**config.mk**
```make
export PLATFORM = sky130hd
export DESIGN_NAME = tmc_spi_responder
export DESIGN_NICKNAME = d
export VERILOG_FILES = /design/src/rtl/tmc_spi_responder.sv
export SDC_FILE = /design/constraint.sdc
export NUM_CORES = 1
export LEC_CHECK = 0
export ABC_AREA = 1
export BUFFER_PORTS_ARGS = -buffer_cell sky130_fd_sc_hd__buf_2
export CAP_MARGIN = 20
export CORE_ASPECT_RATIO = 0.8
export CORE_MARGIN = 1
export CORE_UTILIZATION = 63
export DETAILED_ROUTE_END_ITERATION = 7
export GPL_TIMING_DRIVEN = 0
export PLACE_DENSITY_LB_ADDON = 0.25
export SYNTH_ARGS = -nofsm -noshare
export SYNTH_HDL_FRONTEND = slang
export SYNTH_SLANG_ARGS = --single-unit
```
**constraint.sdc**
```tcl
create_clock -name clk_in -period 3.2 [get_ports clk_in]
set_clock_uncertainty 0.15 [all_clocks]
set_input_delay 0.64 -clock clk_in [delete_from_list [all_inputs] [get_ports clk_in]]
set_output_delay 0.64 -clock clk_in [all_outputs]
set_load 0.005 [all_outputs]
```
**src/rtl/tmc_spi_responder.sv**
```systemverilog
// tmc_spi_responder
// Device-side SPI endpoint that stands in for the stepper driver's
// configuration port. It accepts 40-bit mode-3 datagrams ({wr, addr[6:0],
// data[31:0]}), updates a small register file, and returns
// {status, read_buf}. read_buf holds the data selected by the previous read
// frame. A free-running microstep counter is advanced by step pulses, and an
// idle timer flags standstill. All asynchronous inputs are resynchronised
// into clk_in.
module tmc_spi_responder #(
    parameter int STANDSTILL_CYCLES = 1000000
) (
    input  logic        clk_in,
    input  logic        reset_n_in,
    input  logic        sclk_in,
    input  logic        serial_in,
    input  logic        cs_n_in,
    input  logic        step_in,
    output logic        serial_out,
    output logic [31:0] gconf_out,
    output logic [31:0] ihold_irun_out,
    output logic [31:0] tpowerdown_out,
    output logic [31:0] tpwmthrs_out,
    output logic [31:0] chopconf_out,
    output logic [31:0] pwmconf_out,
    output logic        wr_strobe_out,
    output logic [6:0]  wr_addr_out
);

    localparam int IDLE_W = (STANDSTILL_CYCLES < 2) ? 1 : $clog2(STANDSTILL_CYCLES + 1);
    localparam logic [IDLE_W-1:0] IDLE_MAX = IDLE_W'(STANDSTILL_CYCLES);
    localparam logic [IDLE_W-1:0] IDLE_ONE = IDLE_W'(1);

    localparam logic [6:0] ADDR_GCONF      = 7'h00;
    localparam logic [6:0] ADDR_GSTAT      = 7'h01;
    localparam logic [6:0] ADDR_IHOLD_IRUN = 7'h10;
    localparam logic [6:0] ADDR_TPOWERDOWN = 7'h11;
    localparam logic [6:0] ADDR_TPWMTHRS   = 7'h13;
    localparam logic [6:0] ADDR_MSCNT      = 7'h6A;
    localparam logic [6:0] ADDR_CHOPCONF   = 7'h6C;
    localparam logic [6:0] ADDR_PWMCONF    = 7'h70;

    localparam logic [5:0] BITS_FRAME = 6'd40;
    localparam logic [5:0] BITS_SAT   = 6'd41;

    typedef enum logic [1:0] {
        ST_IDLE   = 2'd0,
        ST_SHIFT  = 2'd1,
        ST_COMMIT = 2'd2
    } state_t;

    // synchronisers and edge-detect history
    logic [1:0] sclk_sync_r;
    logic [1:0] mosi_sync_r;
    logic [1:0] cs_sync_r;
    logic [1:0] step_sync_r;
    logic       sclk_prev_r;
    logic       cs_prev_r;
    logic       step_prev_r;

    logic       sclk_rise_s;
    logic       sclk_fall_s;
    logic       cs_fall_s;
    logic       cs_rise_s;
    logic       step_rise_s;
    logic       mosi_s;

    // frame engine
    state_t     state_r;
    state_t     state_next_s;
    logic [39:0] rx_r;
    logic [39:0] rx_next_s;
    logic [38:0] tx_r;          // outgoing bits below the one on serial_out
    logic [38:0] tx_next_s;
    logic        serial_out_r;  // MSB of the outgoing shift word
    logic        serial_out_next_s;
    logic [5:0]  bit_cnt_r;
    logic [5:0]  bit_cnt_next_s;
    logic        commit_s;
    logic        frame_ok_s;

    // register file
    logic [31:0] gconf_r;
    logic [31:0] ihold_irun_r;
    logic [31:0] tpowerdown_r;
    logic [31:0] tpwmthrs_r;
    logic [31:0] chopconf_r;
    logic [31:0] pwmconf_r;
    logic        gstat_reset_r;
    logic        gstat_frame_err_r;
    logic [31:0] read_buf_r;
    logic        wr_strobe_r;
    logic [6:0]  wr_addr_r;
    logic        wr_hit_s;
    logic [31:0] read_value_s;

    // step tracking
    logic [9:0]        mscnt_r;
    logic [IDLE_W-1:0] idle_cnt_r;
    logic              standstill_s;
    logic [7:0]        status_s;

    // Two-flop synchronisers plus one history flop per input for edge detection.
    // cs_n resets to the "selected" level so that a frame already in progress
    // when reset releases is never mistaken for a fresh falling edge.
    always_ff @(posedge clk_in or negedge reset_n_in) begin
        if (!reset_n_in) begin
            sclk_sync_r <= 2'b11;
            mosi_sync_r <= 2'b00;
            cs_sync_r   <= 2'b00;
            step_sync_r <= 2'b00;
            sclk_prev_r <= 1'b1;
            cs_prev_r   <= 1'b0;
            step_prev_r <= 1'b0;
        end else begin
            sclk_sync_r <= {sclk_sync_r[0], sclk_in};
            mosi_sync_r <= {mosi_sync_r[0], serial_in};
            cs_sync_r   <= {cs_sync_r[0], cs_n_in};
            step_sync_r <= {step_sync_r[0], step_in};
            sclk_prev_r <= sclk_sync_r[1];
            cs_prev_r   <= cs_sync_r[1];
            step_prev_r <= step_sync_r[1];
        end
    end

    assign sclk_rise_s = sclk_sync_r[1] & ~sclk_prev_r;
    assign sclk_fall_s = ~sclk_sync_r[1] & sclk_prev_r;
    assign cs_fall_s   = ~cs_sync_r[1] & cs_prev_r;
    assign cs_rise_s   = cs_sync_r[1] & ~cs_prev_r;
    assign step_rise_s = step_sync_r[1] & ~step_prev_r;
    assign mosi_s      = mosi_sync_r[1];

    assign standstill_s = (idle_cnt_r == IDLE_MAX);
    assign status_s     = {4'b0000, standstill_s, 1'b0, gstat_frame_err_r, gstat_reset_r};
    assign frame_ok_s   = (bit_cnt_r == BITS_FRAME);

    // Frame FSM next-state and shift-register datapath.
    always_comb begin
        state_next_s      = state_r;
        rx_next_s         = rx_r;
        tx_next_s         = tx_r;
        serial_out_next_s = serial_out_r;
        bit_cnt_next_s    = bit_cnt_r;
        commit_s          = 1'b0;
        case (state_r)
            ST_IDLE: begin
                serial_out_next_s = 1'b0;
                if (cs_fall_s) begin
                    serial_out_next_s = status_s[7];
                    tx_next_s         = {status_s[6:0], read_buf_r};
                    bit_cnt_next_s    = 6'd0;
                    state_next_s      = ST_SHIFT;
                end else begin
                    state_next_s = ST_IDLE;
                end
            end
            ST_SHIFT: begin
                if (sclk_rise_s) begin
                    rx_next_s = {rx_r[38:0], mosi_s};
                    if (bit_cnt_r != BITS_SAT) begin
                        bit_cnt_next_s = bit_cnt_r + 6'd1;
                    end else begin
                        bit_cnt_next_s = bit_cnt_r;
                    end
                end else begin
                    rx_next_s = rx_r;
                end
                // The first sclk fall precedes any data; the MSB is already out.
                if (sclk_fall_s && (bit_cnt_r != 6'd0)) begin
                    serial_out_next_s = tx_r[38];
                    tx_next_s         = {tx_r[37:0], 1'b0};
                end else begin
                    tx_next_s = tx_r;
                end
                if (cs_rise_s) begin
                    serial_out_next_s = 1'b0;
                    state_next_s      = ST_COMMIT;
                end else begin
                    state_next_s = ST_SHIFT;
                end
            end
            ST_COMMIT: begin
                serial_out_next_s = 1'b0;
                commit_s          = 1'b1;
                state_next_s      = ST_IDLE;
            end
            default: begin
                serial_out_next_s = 1'b0;
                state_next_s      = ST_IDLE;
            end
        endcase
    end

    // Frame FSM state and shift registers.
    always_ff @(posedge clk_in or negedge reset_n_in) begin
        if (!reset_n_in) begin
            state_r      <= ST_IDLE;
            rx_r         <= 40'd0;
            tx_r         <= 39'd0;
            serial_out_r <= 1'b0;
            bit_cnt_r    <= 6'd0;
        end else begin
            state_r      <= state_next_s;
            rx_r         <= rx_next_s;
            tx_r         <= tx_next_s;
            serial_out_r <= serial_out_next_s;
            bit_cnt_r    <= bit_cnt_next_s;
        end
    end

    // Decode whether the frame being committed is a write to a writable address.
    always_comb begin
        wr_hit_s = 1'b0;
        if (commit_s && frame_ok_s && rx_r[39]) begin
            case (rx_r[38:32])
                ADDR_GCONF, ADDR_GSTAT, ADDR_IHOLD_IRUN, ADDR_TPOWERDOWN,
                ADDR_TPWMTHRS, ADDR_CHOPCONF, ADDR_PWMCONF: wr_hit_s = 1'b1;
                default: wr_hit_s = 1'b0;
            endcase
        end else begin
            wr_hit_s = 1'b0;
        end
    end

    // Read-back multiplexer for the address carried in the received frame.
    always_comb begin
        read_value_s = 32'd0;
        case (rx_r[38:32])
            ADDR_GCONF:      read_value_s = gconf_r;
            ADDR_GSTAT:      read_value_s = {30'd0, gstat_frame_err_r, gstat_reset_r};
            ADDR_IHOLD_IRUN: read_value_s = ihold_irun_r;
            ADDR_TPOWERDOWN: read_value_s = tpowerdown_r;
            ADDR_TPWMTHRS:   read_value_s = tpwmthrs_r;
            ADDR_MSCNT:      read_value_s = {22'd0, mscnt_r};
            ADDR_CHOPCONF:   read_value_s = chopconf_r;
            ADDR_PWMCONF:    read_value_s = pwmconf_r;
            default:         read_value_s = 32'd0;
        endcase
    end

    // Register file, GSTAT flags, read buffer and write strobe, all updated in COMMIT.
    always_ff @(posedge clk_in or negedge reset_n_in) begin
        if (!reset_n_in) begin
            gconf_r           <= 32'd0;
            ihold_irun_r      <= 32'd0;
            tpowerdown_r      <= 32'd0;
            tpwmthrs_r        <= 32'd0;
            chopconf_r        <= 32'd0;
            pwmconf_r         <= 32'd0;
            gstat_reset_r     <= 1'b1;
            gstat_frame_err_r <= 1'b0;
            read_buf_r        <= 32'd0;
            wr_strobe_r       <= 1'b0;
            wr_addr_r         <= 7'd0;
        end else begin
            wr_strobe_r <= 1'b0;
            if (wr_hit_s) begin
                wr_strobe_r <= 1'b1;
                wr_addr_r   <= rx_r[38:32];
                case (rx_r[38:32])
                    ADDR_GCONF:      gconf_r      <= rx_r[31:0];
                    ADDR_IHOLD_IRUN: ihold_irun_r <= rx_r[31:0];
                    ADDR_TPOWERDOWN: tpowerdown_r <= rx_r[31:0];
                    ADDR_TPWMTHRS:   tpwmthrs_r   <= rx_r[31:0];
                    ADDR_CHOPCONF:   chopconf_r   <= rx_r[31:0];
                    ADDR_PWMCONF:    pwmconf_r    <= rx_r[31:0];
                    ADDR_GSTAT: begin
                        // write-1-to-clear
                        if (rx_r[0]) begin
                            gstat_reset_r <= 1'b0;
                        end
                        if (rx_r[1]) begin
                            gstat_frame_err_r <= 1'b0;
                        end
                    end
                    default: gconf_r <= gconf_r;
                endcase
            end
            if (commit_s && frame_ok_s && !rx_r[39]) begin
                read_buf_r <= read_value_s;
            end
            if (commit_s && !frame_ok_s) begin
                gstat_frame_err_r <= 1'b1;
            end
        end
    end

    // Microstep counter and standstill idle timer driven by step rising edges.
    always_ff @(posedge clk_in or negedge reset_n_in) begin
        if (!reset_n_in) begin
            mscnt_r    <= 10'd0;
            idle_cnt_r <= '0;
        end else begin
            if (step_rise_s) begin
                mscnt_r    <= mscnt_r + 10'd1;
                idle_cnt_r <= '0;
            end else if (idle_cnt_r != IDLE_MAX) begin
                idle_cnt_r <= idle_cnt_r + IDLE_ONE;
            end
        end
    end

    assign serial_out     = serial_out_r;
    assign gconf_out      = gconf_r;
    assign ihold_irun_out = ihold_irun_r;
    assign tpowerdown_out = tpowerdown_r;
    assign tpwmthrs_out   = tpwmthrs_r;
    assign chopconf_out   = chopconf_r;
    assign pwmconf_out    = pwmconf_r;
    assign wr_strobe_out  = wr_strobe_r;
    assign wr_addr_out    = wr_addr_r;

endmodule

```
== Word level (Yosys, flattened, before mapping) ==
Cells that the tools add are included.
W data, S select, Z words.
Cells by class
  add/sub/neg operators: 3
  mux-type cells: 24
  reduce and logical (&&, ||, !) cells: 27
  bitwise gates (word level): 10
  equality and inequality tests: 18
Operators with widths (number)
  $pmux W32 S8: 1
  $mux W39: 2
  $pmux W39 S2: 1
  $mux W20: 2
  $eq A7 B5 Y1 const B: 3
  $eq A7 B7 Y1 const B: 3
  $add A20 B1 Y20 const B: 1
  $eq A20 B20 Y1 const B: 1
  $ne A20 B20 Y1 const B: 1
  $mux W6: 3
  $reduce_and A2 Y1: 7
  $mux W1: 12
  $pmux W6 S2: 1
  $add A10 B1 Y10 const B: 1
  $reduce_bool A2 Y1: 5
  $reduce_and A3 Y1: 3
  $ne A2 B2 Y1 const B: 4
  $eq A7 B1 Y1 const B: 1
  $logic_not A7 Y1: 1
  $reduce_or A7 Y1: 1
  $add A6 B1 Y6 const B: 1
  $eq A6 B6 Y1 const B: 1
  $ne A6 B6 Y1 const B: 1
  $reduce_bool A6 Y1: 1
  other kinds (11): 24
Word-level totals
  flip-flop bits (word level): 363
  input port bits: 6

== Logic depth before layout (Yosys ltp) ==
  depth after elaboration: 7
  mapped depth: 12
  depth with buffers taken out: 10

== Least setup slack after synthesis ==
Ideal clock, no wire load.
  kind: reg2reg
  start point: register bit_cnt_r[0]
  end point: register tpowerdown_r[10], in the netlist tpowerdown_out[10]
  buffers on the path: 2
  slack: 1.407 ns
  stages on the path, launching flop included: 10
  data arrival time: 1.526 ns
  setup time: 0.117 ns
  cells stage by stage: dfrtp_1 inv_1 ha_1 nand4_1 nor2_4 buf_6 nand3_2 clkbuf_1 nand2_1 nand2_1
Between the ends
  cells in the longest elaborated chain, start to end: 5
RTL lines
  start, declared: RTL line 76  | logic [5:0] bit_cnt_r;
  start signal, assigned: RTL line 206  | bit_cnt_r <= bit_cnt_next_s;
  $eq A6 B6 Y1: RTL line 134  | assign frame_ok_s = (bit_cnt_r == BITS_FRAME);
  $logic_and A1 B1 Y1 (2 in a row): RTL line 213  | if (commit_s && frame_ok_s && rx_r[39]) begin
  $mux W1: RTL line 213
  $reduce_and A2 Y1 (no line)
  end signal, assigned: RTL line 262  | ADDR_TPOWERDOWN: tpowerdown_r <= rx_r[31:0];
  end, declared: RTL line 84  | logic [31:0] tpowerdown_r;
No other way between the ends.
A chain may end at the register's enable or synchronous reset.

== Final worst setup path ==
  start point: register bit_cnt_r[0]
  end point: register gconf_r[13], in the netlist gconf_out[13]
Between the ends
  cells in the longest elaborated chain, start to end: 5
RTL lines
  $eq A6 B6 Y1: RTL line 134
  $logic_and A1 B1 Y1 (2 in a row): RTL line 213
  $mux W1: RTL line 213
  $reduce_and A2 Y1 (no line)
  end signal, assigned: RTL line 260  | ADDR_GCONF: gconf_r <= rx_r[31:0];
  end signal, assigned: RTL line 275  | default: gconf_r <= gconf_r;
  end, declared: RTL line 82  | logic [31:0] gconf_r;
No other way between the ends.

==> results.yml <==
cts:
  insertion_delay_ps: 540
  htree_levels: 2
  clock-sinks: 363
  cts_resized: 0
  cts_buffers: 37
  cts_tree: "done"
  root_buffer: "clkbuf_16"
  cts.path.max_buffers: 3
  postCtsHoldBufs: 0
  cts_setup_buffers: 0
  clk_pin_slew_worst_paths_ps: 60
pwr:
  power_frac_clock: 0.453
  p_per_area_nw_per_um2: 508.9
  p_comb_frac: 0.059
  p_int_mw: 7.609
  total_power_mw: 10.12
  power.leakage_nw: 10.78
  power_switching_mw: 2.513
  pwr-share-seq: 0.488
  swShare: 0.2483
  peakVddDrop_mv: 0.3815
logic_synthesis:
  synth.top_cells.by_area: "dfrtp_1, nand2_1, nand4_1, o21ai_0, inv_1"
  synth_ff_type: "dfrtp_1"
  synth_edf_count: 0
  ys_seq_area_frac: 0.5331
  yosys_warnings: 0
  async_flop_share: 1.000
  syn_area_sq_um: 17050
  yosys.area.top_type_share: 0.5269
  syn-instance-count: 2176
  syn-num-nets: 2188
  syn_avg_cell_area_sq_um: 7.835
  yosysUniqueCellTypes: 35
  ys_seq_elements: 363
  synth_top_cell_by_area: "dfrtp_1"
cells_and_area:
  fillers: 1944
  drive_above_1_share: 0.1506
  final_util: 0.7518
  area_growth_pct: 16.67
  layout_common_cells: "nand2_1, dfrtp_1, buf_2"
  n_antenna_cell: 0
  nets: 2436
  mostFrequentLayoutCell: "nand2_1"
routing:
  drcViolationCount: 0
  ant_nets: 0
  drt_first_pass_iters: 5
  routedWlPerCell_microns: 19.45
  vias: 16561
  wirelength_microns: 54610
  drt_iter0_markers: 2267
  viasPerCell: 5.900
critical_path:
  required_ps: 3490
  path_max_fanout: 10
  slowest_delay_ps: 460
  startpoint_type: "flip-flop"
  reg2reg_slack_ps: 470
  reg2reg_to: "gconf_out[13]$_DFFE_PN0P_"
  path_cells: "inv_1 > ha_1 > nand4_1 > nor2_4 > nand2_1 > clkbuf_1 > o21ai_1"
  worstSetupPathType: "flip-flop to flip-flop"
  worstRegToRegCells: 7
  crit_path_end_kind: "flip-flop"
  r2r_start: "bit_cnt_r[0]$_DFFE_PN0P_"
  slowest_stage: "clkbuf_1"
  arrival_ps: 3020
  startpoint: "bit_cnt_r[0]$_DFFE_PN0P_"
timing:
  period_share: 0.8529
  rsz0062_at_grt: "no"
  fmax_mhz: 366.4
  tns_ps: 0
  timing.final.crit_period_ps: 2729
  hold_violations: 11
  tightest_slew_ps: 868.9
  slew_headroom: 0.4186
  finalMaxSlewViolations: 0
  whs_ps: -17.06
  setup_viol: 0
floorplanning:
  placementRows: 53
  die_w_microns: 185.9
  start_util: 0.6443
  design.core.area_sq_um: 26460
  ioPinCount: 207
  dieArea_sq_um: 27730
  die_h_microns: 149.1
worst_hold_path:
  hold_path.class: "input pin to asynchronous set/reset pin"
global_routing:
  antenna_found_initial: 0
  grt_overflow: 0
  grt_pass1_wl_microns: 84670
  grt_pass1_vias: 15461
  track_usage: 0.4029
  grt_max_degree: 109
placement:
  hpwl_microns: 37910
  gp_routability_congestion: 0.9881
  port_buffers: 206
status:
  status: "finished, violations left"
  violations: "negative hold slack"
run:
  maxCapViolations: 0
==> Yosys cell counts, types with 7 or more instances <==
cell and instances:
a21oi_1 7, buf_2 62, buf_6 9, clkbuf_1 43, dfrtp_1 359, inv_1 181, nand2_1 872, nand3_1 50
nand4_1 174, nor2_1 169, nor2_2 10, nor3_1 15, o21ai_0 136, o21ai_1 30, xor2_1 14
==> critical path: cells and delay by family, from the launching register on <==
kind	cells	cell delay (ps)
AO/OA/AOI/OAI	1	310
adder cells (fa/ha/maj)	1	190
buffers and inverters	2	540
flip-flops	1	440
AND/OR/NAND/NOR	3	1000
==> power by group through the flow <==
| stage | sequential (mW) | combinational (mW) | clock, mW |
|---|---|---|---|
| 2_1_floorplan | 4.94 | 0.351 | 0 |
| 3_3_place_gp | 5.00 | 0.551 | 0 |
| 3_5_place_dp | 5.01 | 0.592 | 0 |
| 4_1_cts | 4.93 | 0.597 | 4.56 |
| 5_1_grt | 4.96 | 0.688 | 4.75 |
| 6_report | 4.94 | 0.602 | 4.58 |
==> registers in the layout, indices dropped and copies added (netlist names), 2 cells and up <==
| register | count |
|---|---|
| cs_sync_r | 2 |
| rx_r | 40 |
| read_buf_r | 32 |
| tx_r | 39 |
| wr_addr_out | 7 |
| ihold_irun_out | 32 |
| idle_cnt_r | 20 |
| bit_cnt_r | 6 |
| state_r | 2 |
| chopconf_out | 32 |
| tpwmthrs_out | 32 |
| mosi_sync_r | 2 |
| step_sync_r | 2 |
| mscnt_r | 10 |
| gconf_out | 32 |
| sclk_sync_r | 2 |
| pwmconf_out | 32 |
| tpowerdown_out | 32 |
==> cell type report <==
class	count	area, sq um	share of cell area
well taps	357	446.7	0.02246
repair buffers	209	1124	0.05649
clock buffers	57	1154	0.05799
flip-flops and latches	363	9089	0.4569
clock inverters	8	118.9	0.005976
inverters	187	701.9	0.03529
multi-input cells	1503	6625	0.3331
plain buffers	123	633.1	0.03183
==> per-layer routing <==
| layer | part of all wire | vias up | wire length [microns] | GRT usage |
|---|---|---|---|---|
| met2 | 0.44 | 1098 | 23960 | 0.5841 |
| li1 | - | 7416 | - | - |
| met4 | 0.037 | 0 | 2014 | 0.1484 |
| met3 | 0.12 | 162 | 6712 | 0.09424 |
| met1 | 0.40 | 7885 | 21920 | 0.5915 |
| met5 | 0 | - | 0 | 0 |
==> how the worst max path moves through the flow <==
| stage | depth (start not counted) | to |
|---|---|---|
| after CTS | 8 | read_buf_r[18]$_DFFE_PN0P_ |
| after detailed placement | 7 | gconf_out[13]$_DFFE_PN0P_ |
| after global placement | 1 | gconf_out[26]$_DFFE_PN0P_ |
| after global routing | 8 | read_buf_r[20]$_DFFE_PN0P_ |
| after floorplan | 9 | tpowerdown_out[10]$_DFFE_PN0P_ |
| final | 7 | gconf_out[13]$_DFFE_PN0P_ |
==> cells by family (layout without fill, tap and decap cells) <==
| family | Yosys count | count (layout) | synth area share |
|---|---|---|---|
| and+or+nand+nor | 1305 | 1305 | 0.3237 |
| DFF | 363 | 363 | 0.5331 |
| xor gates and xnor gates | 18 | 18 | 0.009247 |
| AOI/OAI and AO/OA | 174 | 174 | 0.05123 |
| adders and majority gates | 6 | 6 | 0.004403 |
| buffers and inverters | 310 | 584 | 0.07831 |
==> through the flow <==
step	setup WS [ps]	instances	area [sq um]	hold WS, ps
5_1_grt	405.0	2807	19890	36.41
6_report	470.7	2807	19890	-17.06
3_5_place_dp	638.0	2742	18620	190.1
4_1_cts	597.6	2807	19890	9.268
3_3_place_gp	-5548	2739	18530	183.4
2_1_floorplan	1407	2176	17050	181.2
(Power assumes the default switching activity.)
